$ cat config.mk
export PLATFORM = sky130hd
export DESIGN_NAME = reset_sequencer
export DESIGN_NICKNAME = d
export VERILOG_FILES = /design/src/rtl/reset_seq_pkg.sv /design/src/rtl/reset_sequencer.sv
export SDC_FILE = /design/constraint.sdc
export NUM_CORES = 1
export LEC_CHECK = 0
export CORE_UTILIZATION = 50
export DETAILED_ROUTE_END_ITERATION = 12
export HOLD_SLACK_MARGIN = 0.1
export PLACE_DENSITY = 0.82
export RECOVER_POWER = 100
export SKIP_LAST_GASP = 1
export SLEW_MARGIN = 10
export SYNTH_ARGS = -nofsm -noshare
export SYNTH_HDL_FRONTEND = slang
export SYNTH_SLANG_ARGS = --single-unit
$ cat constraint.sdc
create_clock -name clk_i -period 3.5 [get_ports clk_i]
set_input_delay 0.7 -clock clk_i [delete_from_list [all_inputs] [get_ports clk_i]]
set_output_delay 0.7 -clock clk_i [all_outputs]
set_load 0.1 [all_outputs]
$ cat src/rtl/reset_seq_pkg.sv
// Shared state encoding and default timing parameters for the reset sequencer.
package reset_seq_pkg;

    typedef enum logic [1:0] {
        ST_HOLD     = 2'd0,
        ST_RELEASE  = 2'd1,
        ST_RUN      = 2'd2,
        ST_SHUTDOWN = 2'd3
    } seq_state_e;

    localparam int DEF_NUM_STAGES  = 3;
    localparam int DEF_HOLD_CYCLES = 4;
    localparam int DEF_STAGE_DLY   = 3;

    function automatic int max_int(input int a, input int b);
        return (a > b) ? a : b;
    endfunction

endpackage

$ cat src/rtl/reset_sequencer.sv
// Staged reset release: holds all downstream resets, releases them one by one
// (bit 0 first), and tears them down in reverse order on a software request.
module reset_sequencer
    import reset_seq_pkg::*;
#(
    parameter int NUM_STAGES  = DEF_NUM_STAGES,
    parameter int HOLD_CYCLES = DEF_HOLD_CYCLES,
    parameter int STAGE_DLY   = DEF_STAGE_DLY
) (
    input  logic                  clk_i,
    input  logic                  rstn_i,
    input  logic                  sw_rst_req_i,
    output logic [NUM_STAGES-1:0] rstn_o,
    output logic                  sw_rst_ack_o,
    output logic                  all_released_o,
    output logic                  busy_o
);

    localparam int CNT_W = $clog2(max_int(HOLD_CYCLES, STAGE_DLY) + 1);
    localparam int IDX_W = $clog2(NUM_STAGES + 1);

    localparam logic [CNT_W-1:0] HOLD_LAST = CNT_W'(HOLD_CYCLES - 1);
    localparam logic [CNT_W-1:0] DLY_LAST  = CNT_W'(STAGE_DLY - 1);
    localparam logic [IDX_W-1:0] LAST_IDX  = IDX_W'(NUM_STAGES - 1);
    // Next bit to clear once the top stage has dropped; unused when NUM_STAGES is 1.
    localparam logic [IDX_W-1:0] SD_START  = IDX_W'((NUM_STAGES > 1) ? NUM_STAGES - 2 : 0);

    if (NUM_STAGES < 1 || NUM_STAGES > 16) begin : g_bad_num_stages
        $error("reset_sequencer: NUM_STAGES must be in 1..16");
    end
    if (HOLD_CYCLES < 1) begin : g_bad_hold_cycles
        $error("reset_sequencer: HOLD_CYCLES must be >= 1");
    end
    if (STAGE_DLY < 1) begin : g_bad_stage_dly
        $error("reset_sequencer: STAGE_DLY must be >= 1");
    end

    seq_state_e            state;
    logic [CNT_W-1:0]      cnt;
    logic [IDX_W-1:0]      idx;
    logic [NUM_STAGES-1:0] stage_bit;

    assign stage_bit = NUM_STAGES'(1) << idx;

    // NOTE: every register here is written with <= so all of them update from
    // the same pre-edge values; a blocking = would let later lines see new state.
    always_ff @(posedge clk_i or negedge rstn_i) begin
        if (!rstn_i) begin
            state          <= ST_HOLD;
            cnt            <= '0;
            idx            <= '0;
            rstn_o         <= '0;
            sw_rst_ack_o   <= 1'b0;
            all_released_o <= 1'b0;
            busy_o         <= 1'b1;
        end else begin
            sw_rst_ack_o <= 1'b0;
            unique case (state)
                ST_HOLD: begin
                    if (cnt == HOLD_LAST) begin
                        state <= ST_RELEASE;
                        cnt   <= '0;
                        idx   <= '0;
                    end else begin
                        cnt <= cnt + CNT_W'(1);
                    end
                end

                ST_RELEASE: begin
                    if (cnt == DLY_LAST) begin
                        cnt    <= '0;
                        rstn_o <= rstn_o | stage_bit;
                        if (idx == LAST_IDX) begin
                            state          <= ST_RUN;
                            idx            <= '0;
                            all_released_o <= 1'b1;
                            busy_o         <= 1'b0;
                        end else begin
                            idx <= idx + IDX_W'(1);
                        end
                    end else begin
                        cnt <= cnt + CNT_W'(1);
                    end
                end

                ST_RUN: begin
                    if (sw_rst_req_i) begin
                        rstn_o[NUM_STAGES-1] <= 1'b0;
                        all_released_o       <= 1'b0;
                        busy_o               <= 1'b1;
                        cnt                  <= '0;
                        if (NUM_STAGES == 1) begin
                            // Single stage: teardown completes on the request edge.
                            state        <= ST_HOLD;
                            idx          <= '0;
                            sw_rst_ack_o <= 1'b1;
                        end else begin
                            state <= ST_SHUTDOWN;
                            idx   <= SD_START;
                        end
                    end
                end

                ST_SHUTDOWN: begin
                    rstn_o <= rstn_o & ~stage_bit;
                    if (idx == '0) begin
                        state        <= ST_HOLD;
                        cnt          <= '0;
                        sw_rst_ack_o <= 1'b1;
                    end else begin
                        idx <= idx - IDX_W'(1);
                    end
                end

                default: begin
                    state  <= ST_HOLD;
                    cnt    <= '0;
                    idx    <= '0;
                    rstn_o <= '0;
                    busy_o <= 1'b1;
                end
            endcase
        end
    end

endmodule

==> metrics.md <==
| Metric | Value |
|---|---|
| Run status | complete, no violations |
| Delay of the slowest cell on the worst path | 1.20 ns |
| Post-Route Setup TNS | 0 ns |
| Starting density of the core | 56.6% |
| Number of unique standard cell types used by synthesis | 32 |
| Share of post-route cells with drive strength above 1 | 5.10% |
| Category of cells accounting for the largest share of critical-path delay | buffers and inverters |
| Total half-perimeter wirelength after legalization and detailed placement | 1.35 mm |
| Number of enable flip-flop cells after synthesis | 0 |
| Inserted Clock Buffers | 3 |
| Path length in cells of the critical path | 1 |
| Worst clock skew | 0.00533 ns |
| Mean Syn Cell Area | 10.3 sq um |
| Routed wire per std cell | 14.8 microns |
| Sort of element at the end of the critical path | primary output |
| Count of buffer and inverter cells on the critical path | 1 |
| Floorplan die width | 44.5 microns |
| Seq cells post-synth | 13 |
| Die extent in y | 44.5 microns |
| Synthesized Nets | 106 |
| Remaining number of nets flagged by the antenna check after routing | 0 |
| Cell depth of the worst flop-to-flop path | 6 |
| Number of hold-slack violations in the final timing report | 0 |
| Die Outline Area | 1980 sq um |
| Max-Slew Margin vs Limit | 22.9% |
| Layout area overhead | 10.8% |
| TritonCTS sink count | 13 |
| Primary FF master, synth | sky130_fd_sc_hd__dfrtp_1 |
| Cell at the root of the clock tree | sky130_fd_sc_hd__clkbuf_4 |
| I/O pin total | 9 |
| Count of input and output buffers | 8 |
| Gate count of the mapped netlist | 88 |
| Instance count along the most critical hold path | 2 |
| Unrepaired setup endpoints after global routing | no |
| Worst setup path category | flip-flop to primary output |
| Number of detailed-route iterations in the first pass | 4 |
| Count of vias placed by the detailed router | 678 |
| Row Count | 14 |
| Maximum number of pins on one net before global-route repair | 14 |
| Commonest non-fill, non-tap cell in the layout | sky130_fd_sc_hd__ha_1 |
| CP cell instances | dlygate4sd3_1 |
| Data arrival at the endpoint of the critical path | 1.85 ns |
| Via count of the first global-routing pass | 723 |
| Latest clock arrival within the worst-skew pair | 0.28 ns |
| Peak Freq | 392 MHz |
| DRC viols | 0 |
| HP Class | flip-flop to flip-flop |
| # setup viols final | 0 |
| Sum of overflow across all layers after global routing | 0 |
| Startpoint type of the worst setup path | flip-flop |
| Maximum buffer depth of the clock tree | 2 |
| # resized after CTS | 0 |
| Global-route total usage across every layer | 22.6% |
| Gp weighted congestion | 0.825 |
| Crit path max-delay cell type | sky130_fd_sc_hd__dlygate4sd3_1 |
| Clock slew seen by the registers of the worst setup and hold paths | 0.09 ns |
| Hold-fix buffers, CTS | 0 |
| Number of buffers inserted to repair setup after CTS | 0 |
| Sequential area share after synthesis | 36.2% |
| DR iter-0 viols | 12 |
| Worst Path Required | 2.80 ns |
| H-tree levels | 1 |
| Final wirelength | 1.81 mm |
| Slew Limit Fails | 0 |
| Count of synthesis-stage warnings from yosys | 0 |
| Shortest period the worst path allows | 2.55 ns |
| Synth async-reset ratio | 100% |
| Antenna diode instance count | 0 |
| Largest fanout of any net on the critical path | 3 |
| Area inside the core boundary | 1590 sq um |
| Avg Vias per Cell | 5.56 |
| Number of antenna violations at the first check in global routing | 0 |
| Max capacitance violation total | 0 |
| Final cycle utilization of the critical path | 73.0% |
| Pin slew with the least headroom to its limit | 1.16 ns |
| Netlist Area Pre-Place | 902 sq um |
| Wire length of the first global-routing pass | 3.17 mm |
| Number of nets in the final layout | 117 |
| Top library cells by usage in the layout, fill and taps aside | sky130_fd_sc_hd__ha_1 (15), sky130_fd_sc_hd__inv_1 (13), sky130_fd_sc_hd__dfrtp_1 (12) |
| TritonCTS clock tree | built |
[worst reg2reg max path, cell delays in order, from the launching register on]
cell                       delay, ns
sky130_fd_sc_hd__dfrtp_1        0.43
sky130_fd_sc_hd__inv_1          0.12
sky130_fd_sc_hd__ha_1           0.31
sky130_fd_sc_hd__nor2b_1        0.19
sky130_fd_sc_hd__a221o_1        0.32
sky130_fd_sc_hd__nand3b_1       0.23
sky130_fd_sc_hd__mux2_1         0.35
[routing by layer]
metal,track usage (%),wire (microns),share of wire [%],vias to the layer above
li1,-,-,-,317
met1,26.3,782,43,323
met2,39.4,885,49,31
met3,4.08,97,5.4,7
met4,11.5,42,2.3,0
met5,0,0,0,-
[cell type report]
| type | instances | area (sq um) |
|---|---|---|
| clock buffers | 4 | 26.3 |
| fillers | 126 | 594 |
| inverters | 13 | 48.8 |
| multi-input cells | 60 | 494 |
| flip-flops and latches | 13 | 327 |
| well taps | 24 | 30.0 |
| repair buffers | 8 | 73.8 |
[cell usage after synthesis (all sizes together) (2+ instances only)]
cell type	instances	area [sq um]
mux2	2	26.3
nor2	4	15.0
nand2b	4	32.5
nand3b	2	27.5
inv	13	48.8
dfrtp	12	300
nand2	6	22.5
a21oi	4	20.0
ha	15	188
o21ai	3	15.0
mux2i	5	50.1
nor2b	2	20.0
[per-stage QoR]
| stage | instances | hold slack (ns) | util [%] | instance area (sq um) | setup slack, ns |
|---|---|---|---|---|---|
| global placement | 118 | 0.493 | 62.8 | 1000 | 1.30 |
| CTS | 122 | 0.532 | 64.4 | 1030 | 0.998 |
| global route | 122 | 0.551 | 62.7 | 1000 | 0.884 |
| finish | 122 | 0.523 | 62.7 | 1000 | 0.946 |
| detailed placement | 118 | 0.511 | 62.8 | 1000 | 1.26 |
| floorplan | 88 | 0.404 | - | 902 | 1.73 |
[logic make-up after synthesis]
kind of cell / synth area share [%]
AND/OR/NAND/NOR: 14.3
AO/OA/AOI/OAI: 13.9
buffers and inverters: 6.38
multiplexers: 8.46
adder cells (fa/ha/maj): 20.8
flip-flops: 36.2
[path summary, 6_finish.rpt]
path,startpoint,endpoint,slack [ns]
max,all_released_o$_DFFE_PN0P_,all_released_o,0.95
min,flip-flop,flip-flop,0.52
max reg2reg,state[0]$_DFFE_PN0P_,state[1]$_DFFE_PN0P_,1.43
min reg2reg,flip-flop,flip-flop,0.52
max in group asynchronous,rstn_i,cnt[1]$_DFFE_PN0P_,2.24
min in group asynchronous,rstn_i,rstn_o[2]$_DFFE_PN0P_,0.86
Power is left out: the tool's default activity adds up to more than one toggle a clock period on the data nets, which glitch-free logic cannot reach.
